--- src/rtl/riscv_defines.sv ---
// Shared definitions for the instruction port arbiter.
//   owner_t      : ID of the master(s) a memory transaction belongs to.
//                  BOTH exists only when RISCV_INSTR_ARB_LOCKSTEP_EN is defined.
//   arb_state_t  : selection-lock state of the arbiter.
//   owner_onehot : maps an owner ID onto the per-master bit vector.
// Optional feature macro: RISCV_INSTR_ARB_LOCKSTEP_EN (merged lockstep fetch).
package riscv_defines;

   localparam int unsigned NUM_MASTERS = 2;
   localparam int unsigned ADDR_WIDTH  = 32;

`ifdef RISCV_INSTR_ARB_LOCKSTEP_EN
   typedef enum logic [1:0] {
      MASTER0 = 2'd0,
      MASTER1 = 2'd1,
      BOTH    = 2'd2
   } owner_t;
`else
   typedef enum logic {
      MASTER0 = 1'b0,
      MASTER1 = 1'b1
   } owner_t;
`endif

   typedef enum logic {
      ARB_FREE,
      ARB_LOCKED
   } arb_state_t;

   function automatic logic [NUM_MASTERS-1:0] owner_onehot(input owner_t owner);
      logic [NUM_MASTERS-1:0] oh;
      oh = '0;
      case (owner)
         MASTER0: oh = 2'b01;
         MASTER1: oh = 2'b10;
`ifdef RISCV_INSTR_ARB_LOCKSTEP_EN
         BOTH:    oh = 2'b11;
`endif
         default: oh = '0;
      endcase
      return oh;
   endfunction

endpackage

--- src/rtl/riscv_arb_id_fifo.sv ---
// Owner-ID FIFO: records which master(s) each granted memory transaction
// belongs to, so in-order responses can be routed back.
// Ports:
//   clk, rst    : clock, synchronous active-high reset (empties the FIFO)
//   push_i      : write push_id_i (accepted when not full, or full with pop)
//   push_id_i   : owner of the transaction being granted
//   pop_i       : remove head (ignored while empty)
//   head_o      : owner ID at the head
//   full_o      : DEPTH entries stored
//   empty_o     : no entries stored
module riscv_arb_id_fifo
   import riscv_defines::*;
#(
   parameter int unsigned DEPTH = 2
) (
   input  logic   clk,
   input  logic   rst,
   input  logic   push_i,
   input  owner_t push_id_i,
   input  logic   pop_i,
   output owner_t head_o,
   output logic   full_o,
   output logic   empty_o
);

   localparam int unsigned PTR_W = (DEPTH > 1) ? $clog2(DEPTH) : 1;
   localparam int unsigned CNT_W = $clog2(DEPTH + 1);

   owner_t           mem_q [DEPTH];
   logic [PTR_W-1:0] wr_ptr_q;
   logic [PTR_W-1:0] rd_ptr_q;
   logic [CNT_W-1:0] count_q;
   logic             do_push;
   logic             do_pop;

   function automatic logic [PTR_W-1:0] ptr_inc(input logic [PTR_W-1:0] p);
      if (p == PTR_W'(DEPTH - 1)) begin
         return '0;
      end
      return p + PTR_W'(1);
   endfunction

   assign full_o  = (count_q == CNT_W'(DEPTH));
   assign empty_o = (count_q == '0);
   assign head_o  = mem_q[rd_ptr_q];

   // A push into a full FIFO is legal when the head leaves in the same cycle.
   assign do_pop  = pop_i & ~empty_o;
   assign do_push = push_i & (~full_o | do_pop);

   always_ff @(posedge clk) begin
      if (rst) begin
         wr_ptr_q <= '0;
         rd_ptr_q <= '0;
         count_q  <= '0;
      end else begin
         if (do_push) begin
            wr_ptr_q <= ptr_inc(wr_ptr_q);
         end
         if (do_pop) begin
            rd_ptr_q <= ptr_inc(rd_ptr_q);
         end
         case ({do_push, do_pop})
            2'b10:   count_q <= count_q + CNT_W'(1);
            2'b01:   count_q <= count_q - CNT_W'(1);
            default: count_q <= count_q;
         endcase
      end
   end

   // Storage needs no reset; entries are only read while counted valid.
   always_ff @(posedge clk) begin
      if (do_push) begin
         mem_q[wr_ptr_q] <= push_id_i;
      end
   end

endmodule

--- src/rtl/riscv_instr_port_arbiter.sv ---
// Two-master instruction fetch port arbiter onto one memory port.
// Round-robin selection, locked while a request waits for grant; responses
// are routed back in order using an owner-ID FIFO.
// Ports:
//   clk, rst          : clock, synchronous active-high reset
//   m_req_i/m_addr_i  : per-master request and fetch address
//   m_gnt_o/m_rvalid_o: per-master grant and response valid
//   m_rdata_o/m_err_o : shared response data / PMP error
//   mem_*             : memory-side request/response port
//   lockstep_mode_i   : enables merged fetch of identical addresses
//   busy_o            : transactions outstanding
// Optional feature macro: RISCV_INSTR_ARB_LOCKSTEP_EN -- when defined, equal
// addresses in lockstep mode are fetched once and answered to both masters.
module riscv_instr_port_arbiter
   import riscv_defines::*;
#(
   parameter int unsigned RDATA_WIDTH     = 32,
   parameter int unsigned MAX_OUTSTANDING = 2
) (
   input  logic                                   clk,
   input  logic                                   rst,
   input  logic [NUM_MASTERS-1:0]                 m_req_i,
   input  logic [NUM_MASTERS-1:0][ADDR_WIDTH-1:0] m_addr_i,
   output logic [NUM_MASTERS-1:0]                 m_gnt_o,
   output logic [NUM_MASTERS-1:0]                 m_rvalid_o,
   output logic [RDATA_WIDTH-1:0]                 m_rdata_o,
   output logic                                   m_err_o,
   output logic                                   mem_req_o,
   output logic [ADDR_WIDTH-1:0]                  mem_addr_o,
   input  logic                                   mem_gnt_i,
   input  logic                                   mem_rvalid_i,
   input  logic [RDATA_WIDTH-1:0]                 mem_rdata_i,
   input  logic                                   mem_err_i,
   input  logic                                   lockstep_mode_i,
   output logic                                   busy_o
);

   arb_state_t             state_q, state_d;
   owner_t                 lock_id_q, lock_id_d;
   logic                   prio_q, prio_d;
   owner_t                 req_owner;
   owner_t                 head_id;
   logic [NUM_MASTERS-1:0] req_oh;
   logic [NUM_MASTERS-1:0] lock_oh;
   logic                   lock_hold;
   logic                   has_req;
   logic                   fifo_full;
   logic                   fifo_empty;
   logic                   pop;
   logic                   push;

`ifdef RISCV_INSTR_ARB_LOCKSTEP_EN
   logic merge_ok;
   assign merge_ok = lockstep_mode_i & m_req_i[0] & m_req_i[1]
                     & (m_addr_i[0] == m_addr_i[1]);
`else
   logic unused_lockstep;
   assign unused_lockstep = lockstep_mode_i;
`endif

   // The lock only holds while every master it names still requests, so a
   // withdrawn request releases it in the same cycle.
   assign lock_oh   = owner_onehot(lock_id_q);
   assign lock_hold = (state_q == ARB_LOCKED) && ((m_req_i & lock_oh) == lock_oh);

   always_comb begin
      req_owner = MASTER0;
      if (lock_hold) begin
         req_owner = lock_id_q;
`ifdef RISCV_INSTR_ARB_LOCKSTEP_EN
      end else if (merge_ok) begin
         req_owner = BOTH;
`endif
      end else if (m_req_i == 2'b11) begin
         req_owner = prio_q ? MASTER1 : MASTER0;
      end else if (m_req_i[1]) begin
         req_owner = MASTER1;
      end
   end

   assign req_oh  = owner_onehot(req_owner);
   assign has_req = ((m_req_i & req_oh) == req_oh);

   assign pop       = mem_rvalid_i & ~fifo_empty & ~rst;
   assign mem_req_o = has_req & (~fifo_full | pop) & ~rst;
   assign push      = mem_req_o & mem_gnt_i;

   // A merged request uses master 0's address, identical by construction.
   assign mem_addr_o = rst ? '0 : ((req_owner == MASTER1) ? m_addr_i[1] : m_addr_i[0]);
   assign m_gnt_o    = push ? req_oh : '0;
   assign m_rvalid_o = pop ? owner_onehot(head_id) : '0;
   assign m_rdata_o  = rst ? '0 : mem_rdata_i;
   assign m_err_o    = mem_err_i & ~rst;
   assign busy_o     = ~fifo_empty & ~rst;

   always_comb begin
      state_d   = ARB_FREE;
      lock_id_d = lock_id_q;
      prio_d    = prio_q;
      if (mem_req_o && !mem_gnt_i) begin
         state_d   = ARB_LOCKED;
         lock_id_d = req_owner;
      end
      if (push) begin
         case (req_owner)
            MASTER0: prio_d = 1'b1;
            MASTER1: prio_d = 1'b0;
            default: prio_d = prio_q;
         endcase
      end
   end

   always_ff @(posedge clk) begin
      if (rst) begin
         state_q   <= ARB_FREE;
         lock_id_q <= MASTER0;
         prio_q    <= 1'b0;
      end else begin
         state_q   <= state_d;
         lock_id_q <= lock_id_d;
         prio_q    <= prio_d;
      end
   end

   riscv_arb_id_fifo #(
      .DEPTH (MAX_OUTSTANDING)
   ) u_id_fifo (
      .clk       (clk),
      .rst       (rst),
      .push_i    (push),
      .push_id_i (req_owner),
      .pop_i     (pop),
      .head_o    (head_id),
      .full_o    (fifo_full),
      .empty_o   (fifo_empty)
   );

endmodule

--- config.mk ---
export PLATFORM = sky130hd
export DESIGN_NAME = riscv_instr_port_arbiter
export DESIGN_NICKNAME = d
export VERILOG_FILES = /design/src/rtl/riscv_defines.sv /design/src/rtl/riscv_arb_id_fifo.sv /design/src/rtl/riscv_instr_port_arbiter.sv
export SDC_FILE = /design/constraint.sdc
export NUM_CORES = 1
export LEC_CHECK = 0
export ABC_CLOCK_PERIOD_IN_PS = 2900
export CORE_UTILIZATION = 27
export DETAILED_ROUTE_END_ITERATION = 8
export PLACE_DENSITY_LB_ADDON = 0.2
export SLEW_MARGIN = 20
export SYNTH_ARGS = -nofsm -noshare
export SYNTH_HDL_FRONTEND = slang
export SYNTH_SLANG_ARGS = --single-unit
--- constraint.sdc ---
create_clock -name clk -period 2.9 [get_ports clk]
set_input_delay 0.58 -clock clk [delete_from_list [all_inputs] [get_ports clk]]
set_output_delay 0.58 -clock clk [all_outputs]
set_load 0.02 [all_outputs]
==> summary.md <==
| Metric | Value |
|---|---|
| Required time worst endpoint | `2320 ps` |
| Fmax achieved | `357 MHz` |
| Post-synth EDFFs | `2` |
| Layout cells sized above 1 | `0.0572` |
| I/O Pins | `175` |
| First-pass GRT wire length | `7.40 mm` |
| Cell count after synthesis | `193` |
| Max Slew Vio Count | `0` |
| Hold Crit Class | `reg -> reg` |
| Minimum clock period | `2800 ps` |
| Number of diodes | `0` |
| Worst clock skew | `2.78 ps` |
| CTS tree | `yes` |
| Post-Syn Nets | `298` |
| RSZ-0062 raised after global routing | `false` |
| Fin Setup TNS | `0 ps` |
| Routed vias | `1833` |
| Initial antenna violation count | `0` |
| Dpl hpwl | `4.29 mm` |
| Count of cell types in the netlist | `26` |
| WL final | `5.25 mm` |
| Startpoint types | `input pin` |
| Sequential share of the synthesized area | `0.150` |
| Count leader, synth | `nand2b_1` |
| Vias in the first global route | `1701` |
| Cells taking the most area after synthesis | `nand2b_1 (29%), mux2i_1 (25%), nor2b_1 (14%), dfxtp_1 (11%), edfxtp_1 (4.1%)` |
| Crit path capture type | `output pin` |
| Synth Warn # | `0` |
| Clk_lat worst skew | `240 ps` |
| CTS Buf Count | `3` |
| CTS H-Tree Depth | `1` |
| WS Path Type | `in -> out` |
| VDD IR max | `0.000190 V` |
| Port bufs | `173` |
| Post-synth top area share | `0.286` |
| Worst hold margin | `477 ps` |
| Nets | `473` |
| Row cnt | `26` |
| WP data arrival | `2220 ps` |
| Top FF cell, synth | `dfxtp_1` |
| Iter 0 DRT Violations | `44` |
| Cell taking the most area after synthesis | `nand2b_1` |
| Drc violations | `0` |
| Via/cell ratio | `4.19` |
| DR pass1 iterations | `4` |
| Largest incremental delay on the critical path | `660 ps` |
| Avg WL per Cell | `12.0 µm` |
| Final Core Density | `0.662` |
| Post-Syn Area | `1470 µm²` |
| Final number of setup-violating endpoints | `0` |
| RD Place Congestion | `0.733` |
| Design Area, Final | `3420 µm²` |
| Period utilization | `0.965` |
| Slew HR | `0.711` |
| Crit-path max FO | `2` |
| Die X-Extent | `75.7 µm` |
| Clk sink count | `10` |
| Die H | `75.7 µm` |
| Slowest-stage cell, CP | `clkdlybuf4s50_1` |
| Ys async rst share | `0` |
| Final hold violations | `0` |
| #FFs+latches synth | `10` |
| All-layer global routing usage | `0.167` |
| Placed Area | `3330 µm²` |
| CP dominant cell by count | `clkdlybuf4s50_1` |
| Root Driver | `clkbuf_8` |
| Worst Max-Slew Pin Slew | `429 ps` |
| Post-synth top cells | `nand2b_1 (67), mux2i_1 (36), nor2b_1 (33)` |
| Clk buf depth | `2` |
| Core area | `5170 µm²` |
| Largest net degree at the start of global routing | `73` |
| Overall Power | `0.842 mW` |
| Grt total ovfl | `0` |
| Max Cap Viol | `0` |
| Pwr dens | `246 nW/µm²` |
| Die area | `5730 µm²` |
| CTS clk-pin slew, worst paths | `50 ps` |
| Mapped Avg Cell Area | `7.59 µm²` |
| Starting Density | `0.283` |
| Leakage | `1.68 nW` |
| Outcome | `completed` |
| Post-route ant nets | `0` |
| Critical-path cell list | `clkdlybuf4s50_1, nor3b_1, buf_4, nor3_1, clkdlybuf4s50_1` |
| Syn-to-layout area delta | `134%` |
## repair_timing
action | CTS | global route
setup buffers | 0 | 0
endpoints found under the hold margin | 0 | 0
resized for setup | 12 | 22
endpoints found under the setup margin | 12 | 22
hold buffers | 0 | 0
## critical path, delay by kind of cell
family                 cells  cell delay [ps]
AND/OR/NAND/NOR            2              350
buffers and inverters      3             1280
## kinds of logic (layout without fill, tap and decap cells)
group | after synthesis | after routing | share of synthesized area
AOI/OAI and AO/OA | 7 | 7 | 0.0282
xor gates and xnor gates | 2 | 2 | 0.0120
adders and majority gates | 1 | 1 | 0.00854
buffers and inverters | 21 | 195 | 0.0632
DFF | 10 | 10 | 0.150
muxes | 37 | 37 | 0.254
and+or+nand+nor | 115 | 115 | 0.484
## flip-flops by register name (all words and copies together), names as in the netlist, named ones only
register / count
u_id_fifo.mem_q: 2
prio_q: 1
state_q: 1
lock_id_q: 1
u_id_fifo.wr_ptr_q: 1
u_id_fifo.rd_ptr_q: 1
u_id_fifo.count_q: 2
## cell usage in the layout (no fill, tap or decap)
| cell type | Yosys | final |
|---|---|---|
| dlymetal6s2s_1 | 0 | 22 |
| dfxtp_1 | 8 | 8 |
| dlygate4sd2_1 | 0 | 12 |
| ha_1 | 1 | 1 |
| edfxtp_1 | 2 | 2 |
| and3_1 | 2 | 2 |
| o21ai_0 | 2 | 2 |
| a21oi_1 | 3 | 3 |
| o21bai_1 | 1 | 1 |
| inv_2 | 1 | 1 |
| buf_12 | 0 | 2 |
| nor2_1 | 6 | 6 |
| nor3b_1 | 1 | 1 |
| nor3_1 | 1 | 1 |
| nor2b_1 | 33 | 33 |
| buf_4 | 0 | 11 |
| nand2b_1 | 67 | 67 |
| inv_1 | 4 | 4 |
| or4b_4 | 1 | 1 |
| mux2i_1 | 36 | 36 |
| clkdlybuf4s50_1 | 0 | 138 |
| xor2_1 | 1 | 1 |
| or3_1 | 2 | 2 |
| o21ai_2 | 1 | 1 |
| xnor2_1 | 1 | 1 |
| buf_2 | 5 | 1 |
| clkbuf_8 | 0 | 4 |
| nor4_1 | 1 | 1 |
| mux2_1 | 1 | 1 |
| nand2_1 | 1 | 1 |
## per-stage QoR
| stage | setup WS [ps] | std cells |
|---|---|---|
| 2_1_floorplan | 648 | 193 |
| 3_3_place_gp | -74.4 | 433 |
| 3_5_place_dp | -82.2 | 433 |
| 4_1_cts | 0.749 | 437 |
| 5_1_grt | 73.1 | 437 |
| 6_report | 102 | 437 |
## area by class of cell
type	count	area, µm²
Clock buffer	4	55.1
Fill cell	447	1750
Inverter	5	18.8
Multi-Input combinational cell	162	1150
Sequential cell	10	220
Tap cell	70	87.6
Timing Repair Buffer	186	1890
## routing by layer
layer  wire (µm)  GRT usage  vias up
met3         323     0.0423       10
li1            -          -      966
met4         104     0.0535        0
met5           0          0        -
met2        2890      0.318       63
met1        1920      0.180      794
## worst paths after layout
kind	startpoint	end	slack, ps	cells after the start
hold reg to reg	prio_q$_SDFFE_PP0N_	prio_q$_SDFFE_PP0N_	480	2
hold / removal	prio_q$_SDFFE_PP0N_	prio_q$_SDFFE_PP0N_	480	2
setup reg to reg	u_id_fifo.count_q[0]$_SDFFE_PP0P_	u_id_fifo.count_q[1]$_SDFFE_PP0P_	770	6
setup / recovery	mem_rvalid_i	mem_req_o	100	5
## where the power goes
part | total [mW] | switching, mW | internal [mW]
combinational | 0.506 | 0.206 | 0.300
sequential | 0.160 | 0.00737 | 0.153
clock | 0.175 | 0.0560 | 0.119
total | 0.842 | 0.269 | 0.572
Power figures use the tool's default switching activity.
